### config.mk
export PLATFORM = sky130hd
export DESIGN_NAME = calc_port_scheduler
export DESIGN_NICKNAME = d
export VERILOG_FILES = /design/src/rtl/calc_sched_pkg.sv /design/src/rtl/rr_arbiter4.sv /design/src/rtl/calc_port_scheduler.sv
export SDC_FILE = /design/constraint.sdc
export NUM_CORES = 1
export LEC_CHECK = 0
export ABC_AREA = 0
export CORE_AREA = 3 3 214 216
export CTS_CLUSTER_DIAMETER = 100
export DETAILED_ROUTE_END_ITERATION = 10
export DIE_AREA = 0 0 217 219
export PLACE_DENSITY = 0.68
export SETUP_SLACK_MARGIN = 0.3
export SYNTH_ARGS = -nofsm -noshare
export SYNTH_HDL_FRONTEND = slang
export SYNTH_SLANG_ARGS = --single-unit
### constraint.sdc
create_clock -name clk -period 9.43 [get_ports clk]
set_clock_uncertainty 0.1 [all_clocks]
set_input_delay 1.886 -clock clk [delete_from_list [all_inputs] [get_ports clk]]
set_output_delay 1.886 -clock clk [all_outputs]
set_load 0.01 [all_outputs]
### src/rtl/calc_sched_pkg.sv
`default_nettype none
// ----------------------------------------------------------------------------
// calc_sched_pkg: shared types and helpers for the calculator port scheduler
// Rev 1.0
// ----------------------------------------------------------------------------
package calc_sched_pkg;

  localparam int NPORT = 4;
  localparam int NTAG  = 4;

  typedef enum logic [3:0] {
    CMD_NOP = 4'd0,
    CMD_ADD = 4'd1,
    CMD_SUB = 4'd2,
    CMD_SHL = 4'd5,
    CMD_SHR = 4'd6
  } cmd_e;

  typedef enum logic [1:0] {
    RESP_NONE = 2'd0,
    RESP_OK   = 2'd1,
    RESP_OVF  = 2'd2,
    RESP_INV  = 2'd3
  } resp_e;

  typedef logic [1:0] port_t;
  typedef logic [1:0] tag_t;

  typedef struct packed {
    port_t port;
    tag_t  tag;
  } id_t;

  function automatic tag_t lowest_free(input logic [NTAG-1:0] free);
    lowest_free = '0;
    for (int i = NTAG - 1; i >= 0; i--) begin
      if (free[i]) lowest_free = tag_t'(i);
    end
  endfunction

  function automatic port_t onehot_to_port(input logic [NPORT-1:0] oh);
    onehot_to_port = '0;
    for (int i = 0; i < NPORT; i++) begin
      if (oh[i]) onehot_to_port = port_t'(i);
    end
  endfunction

endpackage
`default_nettype wire

### src/rtl/rr_arbiter4.sv
`default_nettype none
// ----------------------------------------------------------------------------
// rr_arbiter4: four-way round-robin arbiter, pointer moves past each winner
// Rev 1.0
// ----------------------------------------------------------------------------
module rr_arbiter4 (
  input  logic       clk,
  input  logic       reset,
  input  logic [3:0] request,
  input  logic       advance,
  output logic [3:0] grant
);

  logic [1:0] ptr_r;
  logic [1:0] idx;
  logic [1:0] grant_idx;

  // Scan from the farthest offset down so the nearest requester at/after ptr wins.
  always_comb begin
    grant     = '0;
    grant_idx = ptr_r;
    idx       = ptr_r;
    for (int i = 3; i >= 0; i--) begin
      idx = ptr_r + 2'(i);
      if (request[idx]) begin
        grant      = '0;
        grant[idx] = 1'b1;
        grant_idx  = idx;
      end
    end
  end

  always_ff @(posedge clk) begin
    if (reset) begin
      ptr_r <= '0;
    end else if (advance) begin
      ptr_r <= grant_idx + 2'd1;
    end
  end

endmodule
`default_nettype wire

### src/rtl/calc_port_scheduler.sv
`default_nettype none
// ----------------------------------------------------------------------------
// calc_port_scheduler: arbitrates four requester ports onto one calc engine
// Rev 1.0
// ----------------------------------------------------------------------------
module calc_port_scheduler #(
  parameter int NPORT = 4,
  parameter int NTAG  = 4,
  parameter int DW    = 32
) (
  input  logic                clk,
  input  logic                reset,
  input  logic [NPORT-1:0]    req_valid,
  output logic [NPORT-1:0]    req_ready,
  input  logic [NPORT*4-1:0]  req_cmd,
  input  logic [NPORT*DW-1:0] req_op1,
  input  logic [NPORT*DW-1:0] req_op2,
  output logic [NPORT*2-1:0]  req_tag,
  output logic                eng_valid,
  input  logic                eng_ready,
  output logic [3:0]          eng_cmd,
  output logic [DW-1:0]       eng_op1,
  output logic [DW-1:0]       eng_op2,
  output logic [3:0]          eng_id,
  input  logic                eng_rvalid,
  input  logic [3:0]          eng_rid,
  input  logic [1:0]          eng_rresp,
  input  logic [DW-1:0]       eng_rdata,
  output logic [NPORT-1:0]    out_valid,
  output logic [NPORT*2-1:0]  out_resp,
  output logic [NPORT*2-1:0]  out_tag,
  output logic [NPORT*DW-1:0] out_data,
  output logic                err_unexp
);

  import calc_sched_pkg::*;

  logic [NPORT-1:0] eligible;
  logic [NPORT-1:0] grant;
  logic [NPORT-1:0] ret_hit;
  logic [NTAG-1:0]  free_r [NPORT];
  logic [3:0]       cmd_a  [NPORT];
  logic [DW-1:0]    op1_a  [NPORT];
  logic [DW-1:0]    op2_a  [NPORT];
  tag_t             alloc_tag [NPORT];
  logic             can_load;
  logic             accept;
  logic             rid_known;
  port_t            gport;
  tag_t             gtag;
  id_t              rid;

  assign can_load  = !eng_valid || eng_ready;
  assign accept    = |grant;
  assign gport     = onehot_to_port(grant);
  assign gtag      = alloc_tag[gport];
  assign rid       = id_t'(eng_rid);
  // A cleared free bit means the ID is in flight (held in eng_* or at the engine).
  assign rid_known = !free_r[rid.port][rid.tag];

  for (genvar p = 0; p < NPORT; p++) begin : g_port
    assign cmd_a[p]     = req_cmd[p*4 +: 4];
    assign op1_a[p]     = req_op1[p*DW +: DW];
    assign op2_a[p]     = req_op2[p*DW +: DW];
    assign alloc_tag[p] = lowest_free(free_r[p]);
    assign eligible[p]  = !reset && can_load && req_valid[p] && (|free_r[p])
                          && (cmd_a[p] != CMD_NOP);
    // NOPs are swallowed on the spot without touching arbitration or tags.
    assign req_ready[p] = grant[p] || (!reset && req_valid[p] && (cmd_a[p] == CMD_NOP));
    assign req_tag[p*2 +: 2] = grant[p] ? alloc_tag[p] : 2'b00;
    assign ret_hit[p]   = eng_rvalid && rid_known && (rid.port == port_t'(p));
  end

  rr_arbiter4 u_arb (
    .clk     (clk),
    .reset   (reset),
    .request (eligible),
    .advance (accept),
    .grant   (grant)
  );

  always_ff @(posedge clk) begin
    if (reset) begin
      eng_valid <= 1'b0;
      eng_cmd   <= '0;
      eng_op1   <= '0;
      eng_op2   <= '0;
      eng_id    <= '0;
    end else if (can_load) begin
      eng_valid <= accept;
      if (accept) begin
        eng_cmd <= cmd_a[gport];
        eng_op1 <= op1_a[gport];
        eng_op2 <= op2_a[gport];
        eng_id  <= {gport, gtag};
      end
    end
  end

  always_ff @(posedge clk) begin
    if (reset) begin
      for (int p = 0; p < NPORT; p++) free_r[p] <= '1;
      out_valid <= '0;
      out_resp  <= '0;
      out_tag   <= '0;
      out_data  <= '0;
      err_unexp <= 1'b0;
    end else begin
      if (accept) free_r[gport][gtag] <= 1'b0;
      if (eng_rvalid && rid_known) free_r[rid.port][rid.tag] <= 1'b1;
      if (eng_rvalid && !rid_known) err_unexp <= 1'b1;
      out_valid <= ret_hit;
      for (int p = 0; p < NPORT; p++) begin
        if (ret_hit[p]) begin
          out_resp[p*2 +: 2]   <= eng_rresp;
          out_tag[p*2 +: 2]    <= rid.tag;
          out_data[p*DW +: DW] <= eng_rdata;
        end
      end
    end
  end

endmodule
`default_nettype wire
======== Yosys cells after proc, flatten, opt, wreduce, memory -nomap -nowiden ========
Memories as Yosys holds them, arrays and structs flattened.
Index checks and enable logic that the tools add are counted.
operators by class
  $add $sub $neg .......................... 4
  $lt $le $gt $ge ......................... 13
  eq/ne operators ......................... 3
  muxes and demuxes ....................... 79
  bitwise operators ....................... 1
  reductions and logical operators ........ 58
operators by type and width
  cell                                                        count
  binary-select mux 32 bit (select 2 bit)                     2
  2-to-1 mux 32 bit                                           4
  2-to-1 mux 2 bit                                            30
  2-to-1 mux 4 bit                                            12
  logical AND 1 bit                                           33
  OR reduction 4 bit                                          7
  less-than comparator 2 x 3 -> 1 bit, second input constant  6
  2-to-1 mux 1 bit                                            18
  zero test 4 bit                                             4
  nonzero test 4 bit                                          4
  demux 1 bit (select 2 bit)                                  6
  >= comparator 2 x 1 -> 1 bit, second input constant         6
  binary-select mux 1 bit (select 2 bit)                      5
  binary-select mux 4 bit (select 2 bit)                      1
  logical OR 1 bit                                            5
  adder 2 x 1 -> 2 bit, second input constant                 2
  adder 2 bit, second input constant                          2
  binary-select mux 2 bit (select 2 bit)                      1
  == test 2 bit, second input constant                        2
  >= comparator 3 bit, second input constant                  1
  zero test 1 bit                                             3
  inverter 2 -> 3 bit                                         1
  == test 2 x 1 -> 1 bit, second input constant               1
  zero test 2 bit                                             1
  AND reduction 2 bit                                         1
storage, ports and cells
  register bits after elaboration ......... 224
  RAM bits ................................ 16
  input bits .............................. 318
  output and inout bits ................... 234
  word-level logic and storage cells ...... 179
  memories kept ........................... 1
memories
  memory  depth  width  rd ports  clocked after Yosys merged registers in  write ports  RTL line                   RTL
  free_r  4      4      5         0                                        4            calc_port_scheduler.sv:41  logic [NTAG-1:0] free_r [NPORT];

======== Logic depth before layout (Yosys ltp) ========
Gate-level depths: netlist (run 1).
  depth after elaboration ................. 26
  depth in mapped cells ................... 15
  gate-level depth less buffers ........... 9

======== Modules after synthesis ========
Synthesis (run 1) repeated with hierarchy kept, for this count alone.
second synthesis, totals
  cells, all modules ...................... 1456
  area total of the unflattened synthesis .. 11817.6 um^2
by module, submodules not included
  module               instances  cells each  area an instance (um^2)  seq. area each (um^2)
  calc_port_scheduler  1          1392        11239.5                  4764.6
  rr_arbiter4          1          64          578.1                    40.0

======== Least setup slack after synthesis (run 1) ========
OpenSTA, ideal clock, no wires.
  path kind ............................... in2out
  start point ............................. in req_cmd[0]
  end point ............................... out req_ready[3]
  arrival ................................. 4.583 ns
  required time ........................... 7.444 ns
  path slack .............................. 2.861 ns
  cell stages on the path ................. 9
  path buffers ............................ 3
  cells stage by stage .................... or4_1 -> and4_4 -> mux4_2 -> a2111oi_0 -> a221o_1 -> buf_2 -> buf_2 -> buf_1 -> nand2_1
between the ends
  longest elaborated chain between the ends .. 9
  elaborated cells between the ends (all ways) .. 15
  those cells by class .................... mux (12); reduce/logical (3)
RTL lines
  what                                    RTL line                   RTL
  from (decl)                             calc_port_scheduler.sv:15  input logic [NPORT*4-1:0] req_cmd,
  nonzero test 4 bit *                    calc_port_scheduler.sv:67  && (cmd_a[p] != CMD_NOP);
  logical AND 1 bit *                     calc_port_scheduler.sv:67
  binary-select mux 1 bit (select 2 bit)  rr_arbiter4.sv:25          if (request[idx]) begin
  2-to-1 mux 1 bit (implied by the code)  rr_arbiter4.sv:25
  2-to-1 mux 4 bit (3 in series)          rr_arbiter4.sv:25
  2-to-1 mux 4 bit *                      rr_arbiter4.sv:25
  logical OR 1 bit *                      calc_port_scheduler.sv:69  assign req_ready[p] = grant[p] || (!reset && req_valid[p] && (cmd_a[p] == CMD_NOP));
  to (decl)                               calc_port_scheduler.sv:14  output logic [NPORT-1:0] req_ready,
Every way passes the cells marked *; elsewhere a longest branch is shown, timed or not. The select of a mux whose other input is x is not followed.

======== Final worst setup path (run 1) ========
  start point ............................. in req_cmd[4]
  end point ............................... out req_tag[6]
between the ends
  longest elaborated chain between the ends .. 9
  elaborated cells between the ends (all ways) .. 15
  those cells by class .................... mux (13); reduce/logical (2)
RTL lines
  what                                    RTL line                   RTL
  nonzero test 4 bit *                    calc_port_scheduler.sv:67
  logical AND 1 bit *                     calc_port_scheduler.sv:67
  binary-select mux 1 bit (select 2 bit)  rr_arbiter4.sv:25
  2-to-1 mux 1 bit (implied by the code)  rr_arbiter4.sv:25
  2-to-1 mux 4 bit (3 in series)          rr_arbiter4.sv:25
  2-to-1 mux 4 bit *                      rr_arbiter4.sv:25
  2-to-1 mux 2 bit *                      calc_port_scheduler.sv:70  assign req_tag[p*2 +: 2] = grant[p] ? alloc_tag[p] : 2'b00;
  to (decl)                               calc_port_scheduler.sv:18  output logic [NPORT*2-1:0] req_tag,
Marks and branches as above.

==> flow_metrics.py, run 1 <==
metrics = {
    "power_and_ir_drop": {
        "p_sw_frac": 0.422,
        "clkPwrFrac": 0.242,
        "vdd_drop_max_uv": 211,
        "cell_internal_pwr_mw": 2.84,
        "net-switching-power_mw": 2.07,
        "p_leak_nw": 6.30,
        "seqPwrFrac": 0.265,
        "p_comb_frac": 0.494,
        "power.total_mw": 4.91,
        "power_density_nw_per_um2": 265,
    },
    "synthesis": {
        "synth-edff-count": 0,
        "syn_nets": 1853,
        "netlist.area_leader.share": 0.412,
        "synth_top_cell_by_area": "dfxtp_1",
        "syn-instance-count": 1527,
        "synth_common_cells": "nand2_1 (443), dfxtp_1 (240), a21oi_1 (157)",
        "synth_area_per_cell_um2": 7.63,
        "synth.distinct_cells": 61,
        "seq_area_frac_synth": 0.412,
        "dominantRegCellSynth": "dfxtp_1",
        "synth_most_common_cell": "nand2_1",
        "synth_area_um2": 11700,
        "async_reset_ff_frac": 0,
        "ys_ff_latch": 240,
        "yosys-top-cells-area": "dfxtp_1 (41%), nand2_1 (14%), a21oi_1 (6.7%)",
        "ys_warn_count": 0,
    },
    "place": {
        "post-place-ws_ns": 1.54,
        "dp_hpwl_um": 41500,
        "io_buffers": 551,
        "gp_congestion": 0.924,
        "post_dp_cell_area_um2": 17500,
    },
    "global_routing": {
        "grt_pass1_vias": 13301,
        "grt_pass1_wl_um": 83800,
        "antenna_found_initial": 17,
        "grt_overflow": 0,
        "grt_max_degree": 112,
        "grt_usage": 0.226,
    },
    "timing": {
        "hold_violations": 0,
        "setup_viol": 0,
        "period_needed_ns": 7.97,
        "drv_slew": 0,
        "setup_slack_ns": 1.46,
        "timing.setup.tns_ns": 0,
        "worst_pin_slew_ns": 1.20,
        "post-route-period-util": 0.845,
        "max_freq_mhz": 125,
        "slew_headroom": 0.196,
        "grt_setup_unrepaired": "no",
    },
    "floorplanning": {
        "start_util": 0.264,
        "core_area_um2": 44100,
        "dieHeight_um": 219,
        "die_w_um": 217,
        "fp.dieArea_um2": 47500,
        "ios": 552,
        "std_cell_rows": 77,
    },
    "routing": {
        "routedWlPerCell_um": 22.1,
        "first_iter_violations": 925,
        "dr.pass1.iters": 5,
        "totalWireLength_um": 57700,
        "drt-vias-per-instance": 5.28,
        "antenna_left": 0,
        "via_count": 13788,
        "drc": 0,
    },
    "outcome": {
        "outcome": "finished, final reports clean",
    },
    "finish": {
        "syn2layout_area_growth_pct": 59.3,
        "fin_util": 0.421,
        "fillers": 4474,
        "final_nets": 2307,
        "final_area_um2": 18600,
        "final_layout_size_suffix_gt1_frac": 0.0459,
    },
    "worst_setup_path": {
        "start_kind": "primary input",
        "critPathArrivalTime_ns": 5.99,
        "endpoint_kind": "primary output",
        "critPathMaxFanout": 45,
        "max_stage_delay_ns": 0.81,
        "worstPathCellList": "clkdlybuf4s50_1 > nor4_1 > nor4_1 > mux4_2 > a2111oi_0 > a221o_4 > buf_4 > nor3_1 > clkdlybuf4s50_1",
        "crit_slowest_cell": "nor4_1",
        "required_ns": 7.44,
        "crit_type": "primary input to primary output",
    },
    "min_path": {
        "hold_path.class": "register to register",
    },
    "clock_network": {
        "cts_tree": "yes",
        "cts_buffer_depth": 3,
        "ctsResizeCount": 0,
        "cts_root_buf": "clkbuf_16",
        "cts_buffers": 30,
        "hold_buffers": 0,
        "h-tree-depth": 1,
        "post_cts_buffers": 0,
        "cts_sinks": 240,
        "insertion_delay_ns": 0.60,
        "clkSlewWorstSetupHoldPaths_ns": 0.06,
    },
    "run": {
        "drv_cap": 0,
    },
}
==> cells by family (layout without fill, tap and decap cells) <==
family,after synthesis,count (layout),share of synthesized area
flip-flops,240,240,0.412
buffers and inverters,158,636,0.0569
AO/OA/AOI/OAI,502,502,0.293
XOR/XNOR,1,1,0.000752
adder cells (fa/ha/maj),8,8,0.00859
AND/OR/NAND/NOR,608,608,0.210
other,0,14,0
multiplexers,10,10,0.0184
==> worst paths after layout <==
kind / from / cells past startpoint / slack, ns / end
hold / removal: out_resp[3]$_SDFFE_PP0P_ / 2 / 0.35 / out_resp[3]$_SDFFE_PP0P_
setup / recovery: req_cmd[4] / 9 / 1.46 / req_tag[6]
setup reg to reg: u_arb.ptr_r[0]$_SDFFE_PP0N_ / 11 / 3.60 / eng_cmd[2]$_SDFFE_PP0P_
hold reg to reg: out_resp[3]$_SDFFE_PP0P_ / 2 / 0.35 / out_resp[3]$_SDFFE_PP0P_
==> state kept, by name, indices dropped and copies added (netlist names) <==
name and cells:
out_data 128, err_unexp 1, eng_cmd 4, free_r 16, u_arb.ptr_r 2, eng_op1 32
out_resp 8, eng_op2 32, eng_id 4, eng_valid 1, out_valid 4, out_tag 8
==> layer usage <==
metal / wire length, µm / track usage
met5: 26 / 0
met1: 21600 / 0.254
met4: 3190 / 0.115
met3: 5630 / 0.0782
met2: 27300 / 0.381
==> per-stage QoR <==
stage                     hold slack, ns  cells
final                              0.352   2611
after global routing               0.367   2609
after CTS                          0.354   2597
after detailed placement           0.346   2541
after global placement             0.341   2541
after floorplan                    0.353   1527
==> final cells by class <==
cell class	count	area, µm²	area share
Antenna cell	14	35.0	0.00189
Clock buffer	47	895	0.0482
Clock inverter	9	133	0.00714
Inverter	12	45.0	0.00243
Multi-Input combinational cell	1129	6260	0.337
Sequential cell	240	4800	0.259
Tap cell	592	741	0.0399
Timing Repair Buffer	568	5650	0.304
==> power groups by stage <==
stage / Combinational, mW / Sequential, mW / Clock, mW
floorplan: 1.45 / 1.35 / 0
finish: 2.43 / 1.30 / 1.19
CTS: 2.42 / 1.30 / 1.21
detailed placement: 2.40 / 1.32 / 0
global route: 2.62 / 1.32 / 1.25
global placement: 2.39 / 1.31 / 0
==> cell usage in the layout, fill, tap and decap left out, types with 3 or more instances in the layout <==
cell / instances
a2111oi_0: 3
a21boi_0: 60
a21boi_1: 9
a21oi_1: 157
a311oi_1: 67
and2_1: 4
and3_1: 6
buf_4: 17
clkbuf_1: 9
clkbuf_16: 30
clkbuf_8: 9
clkdlybuf4s50_1: 550
dfxtp_1: 240
diode_2: 14
ha_1: 8
inv_1: 11
mux4_2: 9
nand2_1: 443
nand2b_1: 6
nand3_1: 5
nand4_1: 3
nor2_1: 96
nor2b_1: 9
nor3_1: 8
nor4_1: 11
o211ai_1: 8
o21ai_0: 79
o21bai_1: 3
o221ai_1: 70
o22ai_1: 8
o31ai_1: 3
o32ai_1: 4
or3_1: 3
or4_1: 7
==> worst max-delay path, delay by kind of cell <==
kind / cells / cell delay, ns
muxes: 1 / 0.60
and+or+nand+nor: 3 / 1.23
AOI/OAI and AO/OA: 2 / 0.89
buffers and inverters: 3 / 1.35
Note: power is estimated with default switching activity, not from simulation.
==> run 2, diff against run 1 <==
Settings changed: CORE_AREA 3 3 214 216 to 3 3 215 217, DIE_AREA 0 0 217 219 to 0 0 218 220, PLACE_DENSITY 0.68 to 0.67.
Clock period 9.43 ns to 7.6 ns, I/O delays scaled along.
==> run 2 against run 1 <==
Hold slack better by 0.00052 ns. Cell area hardly changed. Combinational power up 25%. Global-route usage rose by 0.13 points. Critical path type unchanged. Critical endpoint is now req_tag[7]. Largest cell class unchanged. Largest power group unchanged.
==> flow_metrics.py, run 2 (synthesized netlist as in run 1, its figures left out) <==
metrics = {
    "run": {
        "drv_cap": 0,
    },
    "clock_network": {
        "insertion_delay_ns": 0.57,
        "hold_buffers": 0,
        "cts_buffer_depth": 3,
        "clkSlewWorstSetupHoldPaths_ns": 0.06,
        "post_cts_buffers": 0,
        "cts_root_buf": "clkbuf_16",
        "h-tree-depth": 1,
        "cts_sinks": 240,
        "cts_buffers": 29,
        "cts_tree": "yes",
        "ctsResizeCount": 0,
    },
    "floorplanning": {
        "dieHeight_um": 220,
        "fp.dieArea_um2": 48000,
        "start_util": 0.263,
        "core_area_um2": 44300,
        "die_w_um": 218,
        "ios": 552,
        "std_cell_rows": 77,
    },
    "finish": {
        "syn2layout_area_growth_pct": 59.2,
        "fin_util": 0.418,
        "final_cell_mix": "clkdlybuf4s50_1 (550), nand2_1 (443), dfxtp_1 (240)",
        "largest_register_ff_count": 128,
        "largest_register": "out_data",
        "final_nets": 2314,
        "top_regs": "out_data x128, eng_op1 x32, eng_op2 x32",
        "fillers": 4410,
        "final_layout_size_suffix_gt1_frac": 0.0488,
        "final_common_cell": "clkdlybuf4s50_1",
    },
    "worst_setup_path": {
        "required_ns": 5.98,
        "crit_type": "primary input to primary output",
        "critPathMaxFanout": 13,
        "critPathLaunch": "req_cmd[13]",
        "start_kind": "primary input",
        "endpoint_kind": "primary output",
        "timing.rr.start": "u_arb.ptr_r[0]$_SDFFE_PP0N_",
        "cp-endpoint": "req_tag[7]",
        "rr_endpoint": "eng_cmd[2]$_SDFFE_PP0P_",
        "r2r_cells": 10,
        "critPathArrivalTime_ns": 5.35,
        "regToRegSetupSlack_ns": 2.37,
    },
    "routing": {
        "drc": 0,
        "totalWireLength_um": 58300,
        "routedWlPerCell_um": 22.3,
        "antenna_left": 0,
        "via_count": 13870,
        "drt-vias-per-instance": 5.30,
        "first_iter_violations": 855,
        "dr.pass1.iters": 7,
    },
    "timing": {
        "slew_headroom": 0.210,
        "period_needed_ns": 6.97,
        "timing.setup.tns_ns": 0,
        "hold_violations": 0,
        "post-route-period-util": 0.917,
        "setup_viol": 0,
        "max_freq_mhz": 143,
        "worst_pin_slew_ns": 1.18,
        "drv_slew": 0,
        "grt_setup_unrepaired": "no",
    },
    "global_routing": {
        "grt_usage": 0.227,
        "use_met2": 0.381,
        "grt_overflow": 0,
        "use_met3": 0.0754,
        "grtUsageMet1": 0.255,
        "grt_busiest_layer": "met2",
        "grt_max_degree": 105,
        "grt_pass1_wl_um": 84800,
        "antenna_found_initial": 18,
        "grt_pass1_vias": 13422,
    },
    "power_and_ir_drop": {
        "vdd_drop_max_uv": 226,
        "power_density_nw_per_um2": 325,
        "p_leak_nw": 6.31,
    },
    "place": {
        "gp_congestion": 0.942,
        "io_buffers": 551,
        "dp_hpwl_um": 41600,
    },
    "outcome": {
        "outcome": "finished, final reports clean",
    },
    "min_path": {
        "hold_path.class": "register to register",
    },
}
## run 2: area by class of cell
class	instances	area, µm²	area share
inverter	12	45.0	0.00243
multi-input combinational	1129	6260	0.338
timing repair buffer	576	5720	0.308
antenna	15	37.5	0.00202
clock inverter	9	86.3	0.00465
sequential	240	4800	0.259
clock buffer	43	848	0.0457
tap	592	741	0.0399
## run 2: power by group
| group | internal, mW | switching, mW | total, mW | leakage [nW] |
|---|---|---|---|---|
| Clock | 0.803 | 0.574 | 1.38 | 0.455 |
| Sequential | 1.47 | 0.153 | 1.62 | 1.96 |
| Combinational | 1.21 | 1.82 | 3.03 | 3.90 |
| Total | 3.48 | 2.55 | 6.03 | 6.31 |
## run 2: worst min-delay path by stage
| stage | from | to | slack, ns | cells after the start |
|---|---|---|---|---|
| 6_report | out_data[124]$_SDFFE_PP0P_ | out_data[124]$_SDFFE_PP0P_ | 0.35 | 2 |
| 5_1_grt | out_data[53]$_SDFFE_PP0P_ | out_data[53]$_SDFFE_PP0P_ | 0.37 | 2 |
| 4_1_cts | out_data[30]$_SDFFE_PP0P_ | out_data[30]$_SDFFE_PP0P_ | 0.35 | 2 |
| 3_5_place_dp | out_resp[2]$_SDFFE_PP0P_ | out_resp[2]$_SDFFE_PP0P_ | 0.35 | 2 |
| 3_3_place_gp | out_resp[3]$_SDFFE_PP0P_ | out_resp[3]$_SDFFE_PP0P_ | 0.34 | 2 |
| 2_1_floorplan | free_r[3][2]$_DFF_P_ | free_r[3][2]$_DFF_P_ | 0.35 | 2 |
## run 2: routing by layer
layer,wire length [µm],vias to the layer above,share of wire
met3,5970,122,0.10
met2,28000,721,0.48
met5,8,-,0.00014
met1,21600,6651,0.37
met4,2780,2,0.048
li1,-,6374,-
## run 2: worst max-delay path: stages
cell	delay [ns]
clkdlybuf4s50_1	0.54
nor4_1	0.13
buf_4	0.17
or4_1	0.52
o22ai_1	0.55
a2111oi_0	0.18
a221o_4	0.48
a2111oi_0	0.55
clkdlybuf4s50_1	0.70
## run 2: per-stage QoR
| stage | instances | hold slack (ns) | setup slack, ns | cell area [µm²] | power [mW] |
|---|---|---|---|---|---|
| floorplan | 1527 | 0.353 | 1.76 | 11700 | 3.48 |
| global placement | 2549 | 0.341 | 0.611 | 17600 | 4.60 |
| detailed placement | 2549 | 0.346 | 0.636 | 17600 | 4.65 |
| CTS | 2601 | 0.354 | 0.604 | 18500 | 6.05 |
| global route | 2616 | 0.366 | 0.465 | 18500 | 6.39 |
| finish | 2616 | 0.353 | 0.627 | 18500 | 6.03 |
